==> config.mk <==
export PLATFORM = sky130hd
export DESIGN_NAME = alu_control_pipe
export DESIGN_NICKNAME = d
export VERILOG_FILES = /design/src/rtl/alu_ctrl_pkg.sv /design/src/rtl/alu_control_pipe_decode.sv /design/src/rtl/alu_control_pipe.sv
export SDC_FILE = /design/constraint.sdc
export NUM_CORES = 1
export LEC_CHECK = 0
export ABC_CLOCK_PERIOD_IN_PS = 1600
export CAP_MARGIN = 20
export CORE_MARGIN = 4
export CORE_UTILIZATION = 45
export DETAILED_ROUTE_END_ITERATION = 7
export PLACE_DENSITY = 0.78
export SETUP_SLACK_MARGIN = 0.02
export SLEW_MARGIN = 20
export SYNTH_ARGS = -nofsm -noshare
export SYNTH_HDL_FRONTEND = slang
export SYNTH_SLANG_ARGS = --single-unit
export TNS_END_PERCENT = 30
==> constraint.sdc <==
create_clock -name CLK -period 1.6 [get_ports CLK]
set_input_delay 0.24 -clock CLK [delete_from_list [all_inputs] [get_ports CLK]]
set_output_delay 0.24 -clock CLK [all_outputs]
set_load 0.1 [all_outputs]
==> src/rtl/alu_ctrl_pkg.sv <==
// ============================================================================
// Module   : alu_ctrl_pkg
// Brief    : Shared constants and types for the pipelined ALU control stage.
// Revision : 1.0 - initial release
// ============================================================================
`default_nettype none

package alu_ctrl_pkg;

  // Main-decoder ALU classes
  localparam logic [1:0] c_aluop_ldst  = 2'b00;
  localparam logic [1:0] c_aluop_cbz   = 2'b01;
  localparam logic [1:0] c_aluop_rtype = 2'b10;
  localparam logic [1:0] c_aluop_itype = 2'b11;

  // ALU control encodings (4-bit core, zero-extended to CTRL_W)
  localparam logic [3:0] c_ctrl_and     = 4'b0000;
  localparam logic [3:0] c_ctrl_orr     = 4'b0001;
  localparam logic [3:0] c_ctrl_add     = 4'b0010;
  localparam logic [3:0] c_ctrl_eor     = 4'b0011;
  localparam logic [3:0] c_ctrl_lsl     = 4'b0100;
  localparam logic [3:0] c_ctrl_lsr     = 4'b0101;
  localparam logic [3:0] c_ctrl_sub     = 4'b0110;
  localparam logic [3:0] c_ctrl_passb   = 4'b0111;
  localparam logic [3:0] c_ctrl_mul     = 4'b1000;
  localparam logic [3:0] c_ctrl_div     = 4'b1001;
  localparam logic [3:0] c_ctrl_illegal = 4'b1111;

  // R-type opcodes, instruction bits [31:21]
  localparam logic [10:0] c_op_add  = 11'b10001011000;
  localparam logic [10:0] c_op_sub  = 11'b11001011000;
  localparam logic [10:0] c_op_and  = 11'b10001010000;
  localparam logic [10:0] c_op_orr  = 11'b10101010000;
  localparam logic [10:0] c_op_eor  = 11'b11001010000;
  localparam logic [10:0] c_op_lsl  = 11'b11010011011;
  localparam logic [10:0] c_op_lsr  = 11'b11010011010;
  localparam logic [10:0] c_op_mul  = 11'b10011011000;
  localparam logic [10:0] c_op_udiv = 11'b10011010110;

  // I-type opcodes, instruction bits [31:22]
  localparam logic [9:0] c_op_addi = 10'b1001000100;
  localparam logic [9:0] c_op_subi = 10'b1101000100;
  localparam logic [9:0] c_op_andi = 10'b1001001000;
  localparam logic [9:0] c_op_orri = 10'b1011001000;

  typedef enum logic [1:0] {
    ST_IDLE  = 2'd0,
    ST_BUSY  = 2'd1,
    ST_VALID = 2'd2
  } state_t;

endpackage

`default_nettype wire

==> src/rtl/alu_control_pipe_decode.sv <==
// ============================================================================
// Module   : alu_ctrl_decode
// Brief    : Combinational ALUop/opcode decode. UDIV support is enabled by
//            defining ALU_CTRL_DIV_EN; otherwise UDIV decodes as illegal.
// Revision : 1.0 - initial release
// ============================================================================
`default_nettype none

module alu_ctrl_decode
  import alu_ctrl_pkg::*;
#(
  parameter int CTRL_W = 4
) (
  input  logic [1:0]        i_alu_op,
  input  logic [10:0]       i_opcode,
  output logic [CTRL_W-1:0] o_ctrl,
  output logic              o_is_multi,
  output logic              o_illegal
);

  logic [3:0] w_code;
  logic       w_hit;
  logic       w_multi;

  always_comb begin
    w_code  = c_ctrl_illegal;
    w_hit   = 1'b0;
    w_multi = 1'b0;
    case (i_alu_op)
      c_aluop_ldst: begin w_code = c_ctrl_add;   w_hit = 1'b1; end
      c_aluop_cbz:  begin w_code = c_ctrl_passb; w_hit = 1'b1; end
      c_aluop_rtype: begin
        case (i_opcode)
          c_op_add: begin w_code = c_ctrl_add; w_hit = 1'b1; end
          c_op_sub: begin w_code = c_ctrl_sub; w_hit = 1'b1; end
          c_op_and: begin w_code = c_ctrl_and; w_hit = 1'b1; end
          c_op_orr: begin w_code = c_ctrl_orr; w_hit = 1'b1; end
          c_op_eor: begin w_code = c_ctrl_eor; w_hit = 1'b1; end
          c_op_lsl: begin w_code = c_ctrl_lsl; w_hit = 1'b1; end
          c_op_lsr: begin w_code = c_ctrl_lsr; w_hit = 1'b1; end
          c_op_mul: begin w_code = c_ctrl_mul; w_hit = 1'b1; w_multi = 1'b1; end
`ifdef ALU_CTRL_DIV_EN
          c_op_udiv: begin w_code = c_ctrl_div; w_hit = 1'b1; w_multi = 1'b1; end
`endif
          default: ;
        endcase
      end
      c_aluop_itype: begin
        // Bit 21 is part of the immediate field for I-type, so it is ignored
        case (i_opcode[10:1])
          c_op_addi: begin w_code = c_ctrl_add; w_hit = 1'b1; end
          c_op_subi: begin w_code = c_ctrl_sub; w_hit = 1'b1; end
          c_op_andi: begin w_code = c_ctrl_and; w_hit = 1'b1; end
          c_op_orri: begin w_code = c_ctrl_orr; w_hit = 1'b1; end
          default: ;
        endcase
      end
      default: ;
    endcase
  end

  assign o_ctrl     = CTRL_W'(w_code);
  assign o_is_multi = w_multi;
  assign o_illegal  = ~w_hit;

endmodule

`default_nettype wire

==> src/rtl/alu_control_pipe.sv <==
// ============================================================================
// Module   : alu_control_pipe
// Brief    : Registered, handshaked LEGv8 ALU control stage with multi-cycle
//            MUL/UDIV latency tracking. Macro: ALU_CTRL_DIV_EN enables UDIV.
// Revision : 1.0 - initial release
// ============================================================================
`default_nettype none

module alu_control_pipe
  import alu_ctrl_pkg::*;
#(
  parameter int CTRL_W  = 4,
  parameter int MUL_LAT = 4,
  parameter int DIV_LAT = 8
) (
  input  logic              CLK,
  input  logic              Reset,
  input  logic              flush,
  input  logic              in_valid,
  output logic              in_ready,
  input  logic [1:0]        ALUop,
  input  logic [10:0]       Opcode,
  output logic              out_valid,
  input  logic              out_ready,
  output logic [CTRL_W-1:0] ALUCtrl,
  output logic              Busy,
  output logic              Illegal
);

`ifdef ALU_CTRL_DIV_EN
  localparam int c_cnt_w = $clog2(((MUL_LAT > DIV_LAT) ? MUL_LAT : DIV_LAT) + 1);
`else
  // DIV_LAT has no effect on sizing here; the zero term only references it
  localparam int c_cnt_w = $clog2(MUL_LAT + 1) + 0 * DIV_LAT;
`endif

  state_t              r_state;
  logic [c_cnt_w-1:0]  r_cnt;
  logic [CTRL_W-1:0]   r_ctrl;
  logic                r_illegal;
  logic                r_out_valid;
  logic                r_busy;

  logic [CTRL_W-1:0]   w_dec_ctrl;
  logic                w_dec_multi;
  logic                w_dec_illegal;
  logic                w_accept;
  logic [c_cnt_w-1:0]  w_lat_load;

  alu_ctrl_decode #(.CTRL_W(CTRL_W)) u_decode (
    .i_alu_op   (ALUop),
    .i_opcode   (Opcode),
    .o_ctrl     (w_dec_ctrl),
    .o_is_multi (w_dec_multi),
    .o_illegal  (w_dec_illegal)
  );

  assign in_ready = (r_state == ST_IDLE) | ((r_state == ST_VALID) & out_ready);
  assign w_accept = in_valid & in_ready;

  // Count loads LAT-2: BUSY lasts LAT-1 cycles, VALID follows on the last one
`ifdef ALU_CTRL_DIV_EN
  assign w_lat_load = (w_dec_ctrl == CTRL_W'(c_ctrl_div)) ? c_cnt_w'(DIV_LAT - 2)
                                                           : c_cnt_w'(MUL_LAT - 2);
`else
  assign w_lat_load = c_cnt_w'(MUL_LAT - 2);
`endif

  always_ff @(posedge CLK) begin
    if (Reset) begin
      r_state     <= ST_IDLE;
      r_cnt       <= '0;
      r_ctrl      <= '0;
      r_illegal   <= 1'b0;
      r_out_valid <= 1'b0;
      r_busy      <= 1'b0;
    end else if (flush) begin
      r_state     <= ST_IDLE;
      r_cnt       <= '0;
      r_out_valid <= 1'b0;
      r_busy      <= 1'b0;
    end else begin
      case (r_state)
        ST_IDLE, ST_VALID: begin
          if (w_accept) begin
            r_ctrl    <= w_dec_ctrl;
            r_illegal <= w_dec_illegal;
            if (w_dec_multi) begin
              r_state     <= ST_BUSY;
              r_cnt       <= w_lat_load;
              r_busy      <= 1'b1;
              r_out_valid <= 1'b0;
            end else begin
              r_state     <= ST_VALID;
              r_out_valid <= 1'b1;
            end
          end else if ((r_state == ST_VALID) && out_ready) begin
            r_state     <= ST_IDLE;
            r_out_valid <= 1'b0;
          end
        end
        ST_BUSY: begin
          if (r_cnt == '0) begin
            r_state     <= ST_VALID;
            r_busy      <= 1'b0;
            r_out_valid <= 1'b1;
          end else begin
            r_cnt <= r_cnt - 1'b1;
          end
        end
        default: begin
          r_state     <= ST_IDLE;
          r_cnt       <= '0;
          r_busy      <= 1'b0;
          r_out_valid <= 1'b0;
        end
      endcase
    end
  end

  assign out_valid = r_out_valid;
  assign Busy      = r_busy;
  assign ALUCtrl   = r_ctrl;
  assign Illegal   = r_illegal;

endmodule

`default_nettype wire
==> After elaboration in Yosys (flattened, before gate mapping) <==
Cells that the tools add are included.
{ "word_totals": {"wordCells": 73, "output_inout_bits": 8, "ff_bits": 12} }
{ "classes": {"bitwise": 5, "reduce_logical": 13, "n_mux": 26, "eq_ne": 22, "n_addsub": 1} }
{ "op_table": {"columns": ["op", "n"], "rows": [
  ["equality test 11 bit, second input constant", 8],
  ["equality test 10 bit, second input constant", 4],
  ["case mux 4 bit (4 select lines)", 2],
  ["case mux 4 bit (8 select lines)", 1],
  ["two-way mux 1 bit", 11],
  ["two-way mux 3 bit", 3],
  ["AND reduction 3 bit", 3],
  ["two-way mux 2 bit", 4],
  ["OR reduction 8 bit", 1],
  ["equality test 2 bit, second input constant", 3],
  ["!= test 2 bit, second input constant", 3],
  ["case mux 3 bit (2 select lines)", 1],
  ["OR reduction 2 bit", 3],
  ["equality test 2 x 1 -> 1 bit, second input constant", 2],
  ["logical NOT 2 bit", 2],
  ["case mux 1 bit (2 select lines)", 2],
  ["case mux 2 bit (2 select lines)", 1],
  ["OR reduction 4 bit", 1],
  ["logical NOT 3 bit", 1],
  ["!= test 3 bit, second input constant", 1],
  ["case mux 1 bit (3 select lines)", 1],
  ["subtractor 3 x 1 -> 3 bit, second input constant", 1],
  ["AND 1 bit", 2],
  ["!= test 2 x 1 -> 1 bit, second input constant", 1],
  ["other kinds (4)", 5]
]} }

==> Logic depth before layout (Yosys ltp) <==
{ "logic_depth": {"word_depth": 6, "ltp_mapped": 7, "depth_no_buf": 7} }

==> Hierarchy <==
Synthesis repeated with hierarchy kept, for this count alone.
{ "unflattened": {"cells_unflattened": 101, "hier_area_um2": 849.6} }
{ "modules_own_cells": {"columns": ["module", "seq_area_each_um2", "instances", "cells_per_inst", "area_each_um2"], "rows": [
  ["alu_control_pipe", 220.2, 1, 55, 510.5],
  ["alu_ctrl_decode", 0.0, 1, 46, 339.1]
]} }

==> Worst setup path before layout <==
No wires, ideal clock.
{ "synth_path": {"path_type": "register to output", "start": "reg out_valid (netlist name)", "end": "out in_ready", "path_slack_ns": -0.921, "path_buffers": 0, "path_stages_with_launch": 4, "required_time_ns": 1.360, "t_arrival_ns": 2.281, "cell_sequence": "dfxtp_1 > inv_1 > nor2_1 > nor2_1"} }
{ "synth_rtl": {"columns": ["element", "line", "text"], "rows": [
  ["to (decl)", "alu_control_pipe.sv:20", "output logic in_ready,"]
]} }

==> Final worst setup path <==
{ "layout_path": {"start": "in Opcode[1]", "end": "reg r_ctrl[2], in the netlist ALUCtrl[2]"} }
{ "layout_between": {"elab_chain_cells": 3, "elab_cells_between_ends": 15, "cone_classes": "12 x eq/ne; 3 x mux"} }
{ "layout_rtl": {"columns": ["element", "line", "text"], "rows": [
  ["from (decl)", "alu_control_pipe.sv:22", "input logic [10:0] Opcode,"],
  ["equality test 11 bit / equality test 10 bit (equally long branches)", "alu_control_pipe_decode.sv:33, alu_control_pipe_decode.sv:50", null],
  ["case mux 4 bit (8 select lines) / case mux 4 bit (4 select lines) (equally long branches)", "alu_control_pipe_decode.sv:33, alu_control_pipe_decode.sv:50", null],
  ["case mux 4 bit (4 select lines) (*)", "alu_control_pipe_decode.sv:29", "case (i_alu_op)"],
  ["to (signal assigned)", "alu_control_pipe.sv:86", "r_ctrl <= w_dec_ctrl;"],
  ["to (decl)", "alu_control_pipe.sv:39", "logic [CTRL_W-1:0] r_ctrl;"]
]} }
Every way passes the cells marked *; elsewhere a longest branch is shown, timed or not.
A chain may end at the register's enable or synchronous reset.

==> flow_metrics.py <==
metrics = {
    "outcome": {
        "outcome": "finished, final reports clean",
    },
    "timing": {
        "fin_skew_ns": 0.00330,
        "finalSetupTns_ns": 0,
        "worst_pin_slew_ns": 0.338,
        "setup_slack_ns": 0.0398,
        "finalCritPeriodShare_pct": 97.5,
        "fmax_ghz": 0.641,
        "slew_violations": 0,
        "finalSetupViolCount": 0,
        "slew_headroom_pct": 77.3,
        "report.final.hold_viol_count": 0,
        "timing.hold.ws_ns": 0.438,
        "rsz0062_at_grt": "yes",
        "post-route-min-period_ns": 1.56,
    },
    "finish": {
        "nets": 183,
        "fillers": 94,
        "final_area_um2": 1500,
        "areaGrowthSynthToFinish_pct": 82.2,
        "n_antenna_cell": 0,
        "layoutNonFillerInstCount": 187,
        "post-route-util_pct": 87.0,
        "drive_above_1_share_pct": 41.4,
    },
    "placement": {
        "dp_slack_ns": -0.549,
        "port_buffers": 25,
        "place_congestion": 0.907,
        "dp.cells": 179,
        "dp_hpwl_um": 2160,
        "dpl-instance-area_um2": 1390,
    },
    "worst_setup_path": {
        "r2r_start": "out_valid",
        "rrSetupSlack_ns": 0.20,
        "cp.required_ns": 1.77,
        "critPathMaxFanout": 5,
        "endpoint_kind": "flop",
        "start_kind": "input pin",
        "critPathCapture": "ALUCtrl[2]",
        "crit_slowest_cell": "nor3b_4",
        "path_class": "in2reg",
        "crit_chain": "dlygate4sd2_1 > nor3b_4 > buf_4 > nand4b_1 > and2_4 > a221oi_2 > a211oi_1",
        "reg2reg_depth": 7,
        "crit_arrival_ns": 1.73,
        "crit_start": "Opcode[1]",
        "max_stage_delay_ns": 0.31,
        "rr_endpoint": "ALUCtrl[3]",
    },
    "floorplan": {
        "die_w_um": 50.8,
        "fp.coreArea_um2": 1730,
        "initial_core_util_pct": 47.8,
        "die_h_um": 50.8,
        "ios": 26,
        "dieArea_um2": 2580,
        "rows": 15,
    },
    "grt": {
        "grt-ovfl-total": 0,
        "grt_pass1_wl_um": 5110,
        "grt_max_degree": 12,
        "grt_pass1_vias": 1105,
        "grt_usage_pct": 27.0,
        "antenna_found_initial": 0,
    },
    "route": {
        "num_vias": 1104,
        "routedWlPerCell_um": 17.2,
        "first_pass_iters": 4,
        "highest_layer": "met4",
        "wl_met1_um": 1290,
        "route.detailed.drc": 0,
        "dr_wl_met3_um": 213,
        "ant_nets": 0,
        "wirelength_um": 3220,
        "drt-initial-drc-count": 52,
        "via_per_inst": 5.90,
        "wl_met2_um": 1520,
    },
    "cts": {
        "tritoncts": "yes",
        "cts_root_buf": "clkbuf_4",
        "numCtsBuffers": 3,
        "clk_latency_ns": 0.29,
        "cts_num_sinks": 11,
        "clockBufferDepth": 2,
        "cts-hold-fix-buffers": 0,
        "clk_pin_slew_worst_paths_ns": 0.07,
        "htree_num_levels": 1,
    },
    "power": {
        "p_sw_share_pct": 36.1,
        "p_seq_share_pct": 36.2,
        "switchingPower_uw": 293,
        "leakage_nw": 0.599,
        "power_density_nw_per_um2": 540,
        "pwr-share-clk_pct": 25.6,
        "p_int_uw": 519,
        "power.total_uw": 812,
        "comb_power_share_pct": 38.2,
        "ir_drop_uv": 496,
    },
    "synthesis": {
        "ys_types": 43,
        "synth_edf_count": 0,
        "syn_avg_cell_area_um2": 7.85,
        "syn_area_um2": 825,
        "syn_nets": 125,
        "syn_inst": 105,
        "synth_top_flop_cell": "dfxtp_1",
        "ys_ff_latch": 11,
        "synth_seq_area_share_pct": 26.7,
        "synthArstFlopShare_pct": 0,
        "yosys_warnings": 0,
    },
    "hold_path": {
        "hold_class": "in2reg",
        "hold_start": "Opcode[2]",
    },
    "job": {
        "cap_viol_max_count": 0,
    },
}
[worst min path at each step]
stage | endpoint | slack, ns | depth (start not counted)
CTS | r_cnt[0] | 0.50 | 2
global placement | r_cnt[0] | 0.46 | 2
floorplan | ALUCtrl[1] | 0.31 | 1
global route | ALUCtrl[0] | 0.49 | 4
finish | ALUCtrl[0] | 0.44 | 4
detailed placement | r_cnt[0] | 0.49 | 2
[flip-flops by register name (all words and copies together), names as in the netlist]
| signal | count |
|---|---|
| ALUCtrl | 4 |
| r_cnt | 3 |
| Busy | 1 |
| Illegal | 1 |
| out_valid | 1 |
| r_state | 1 |
[cell families after synthesis]
kind of cell / count (synthesis) / share of synthesized area (%)
muxes: 1 / 1.37
adders and majority gates: 2 / 3.03
AOI/OAI and AO/OA: 24 / 20.5
xor gates and xnor gates: 1 / 1.06
and+or+nand+nor: 58 / 43.4
buffers and inverters: 8 / 3.94
DFF: 11 / 26.7
[power groups by stage]
stage               combinational, mW  sequential (mW)  clock [mW]
CTS                             0.298            0.293       0.209
global placement                0.287            0.299           0
floorplan                      0.0616            0.364           0
global route                    0.325            0.295       0.222
detailed placement              0.294            0.300           0
finish                          0.310            0.294       0.208
[layer usage]
layer / vias to the layer above / global-route usage, %
li1: 517 / -
met1: 508 / 31.1
met2: 60 / 42.8
met3: 19 / 7.12
met4: 0 / 19.3
met5: - / 0
[layout by cell type, fill, tap and decap left out, drive strengths merged, types with 2 or more instances in the layout]
cell,count
buf,40
a31oi,2
a211oi,3
nand2,7
nand3,7
clkdlybuf4s50,5
dlygate4sd2,8
or3,2
ha,2
dfxtp,11
inv,4
nand2b,2
nor4b,5
and3b,2
o21ai,2
nor2,10
nand3b,3
and3,2
clkbuf,6
nor3b,2
nor2b,5
a21oi,7
nor3,3
nand4,3
[area by class of cell]
type	instances	area, um2	area share, %
clock buffers	4	26.3	1.75
multi-input cells	86	653	43.5
repair buffers	57	553	36.8
well taps	25	31.3	2.08
inverters	4	15.0	0.999
flip-flops and latches	11	224	14.9
[Yosys cell counts (2+ instances only)]
library cell | count | share of area [%]
a211oi_1 | 3 | 2.7
a21oi_1 | 6 | 3.6
a31oi_1 | 2 | 1.5
and3_1 | 2 | 1.5
and3b_1 | 2 | 2.1
buf_2 | 2 | 1.2
dfxtp_1 | 11 | 27
ha_1 | 2 | 3.0
inv_1 | 4 | 1.8
nand2_1 | 7 | 3.2
nand2b_1 | 2 | 1.5
nand3_1 | 7 | 4.2
nand3b_1 | 3 | 2.7
nand4_1 | 3 | 2.3
nor2_1 | 10 | 4.6
nor2b_1 | 5 | 3.8
nor3_1 | 3 | 1.8
nor4b_1 | 4 | 4.2
o21ai_0 | 2 | 1.2
or3_1 | 2 | 1.5
[what timing repair did]
item                       4_1_cts  5_1_grt
setup endpoints to repair       11        7
buffers inserted                 3        1
resized for setup               24       10
pin swaps                        7        8
[worst max-delay path: cells and delay by family]
kind / cells / cell delay [ns]
AOI/OAI and AO/OA: 2 / 0.41
and+or+nand+nor: 3 / 0.64
buffers and inverters: 2 / 0.44
Power figures use the tool's default switching activity.
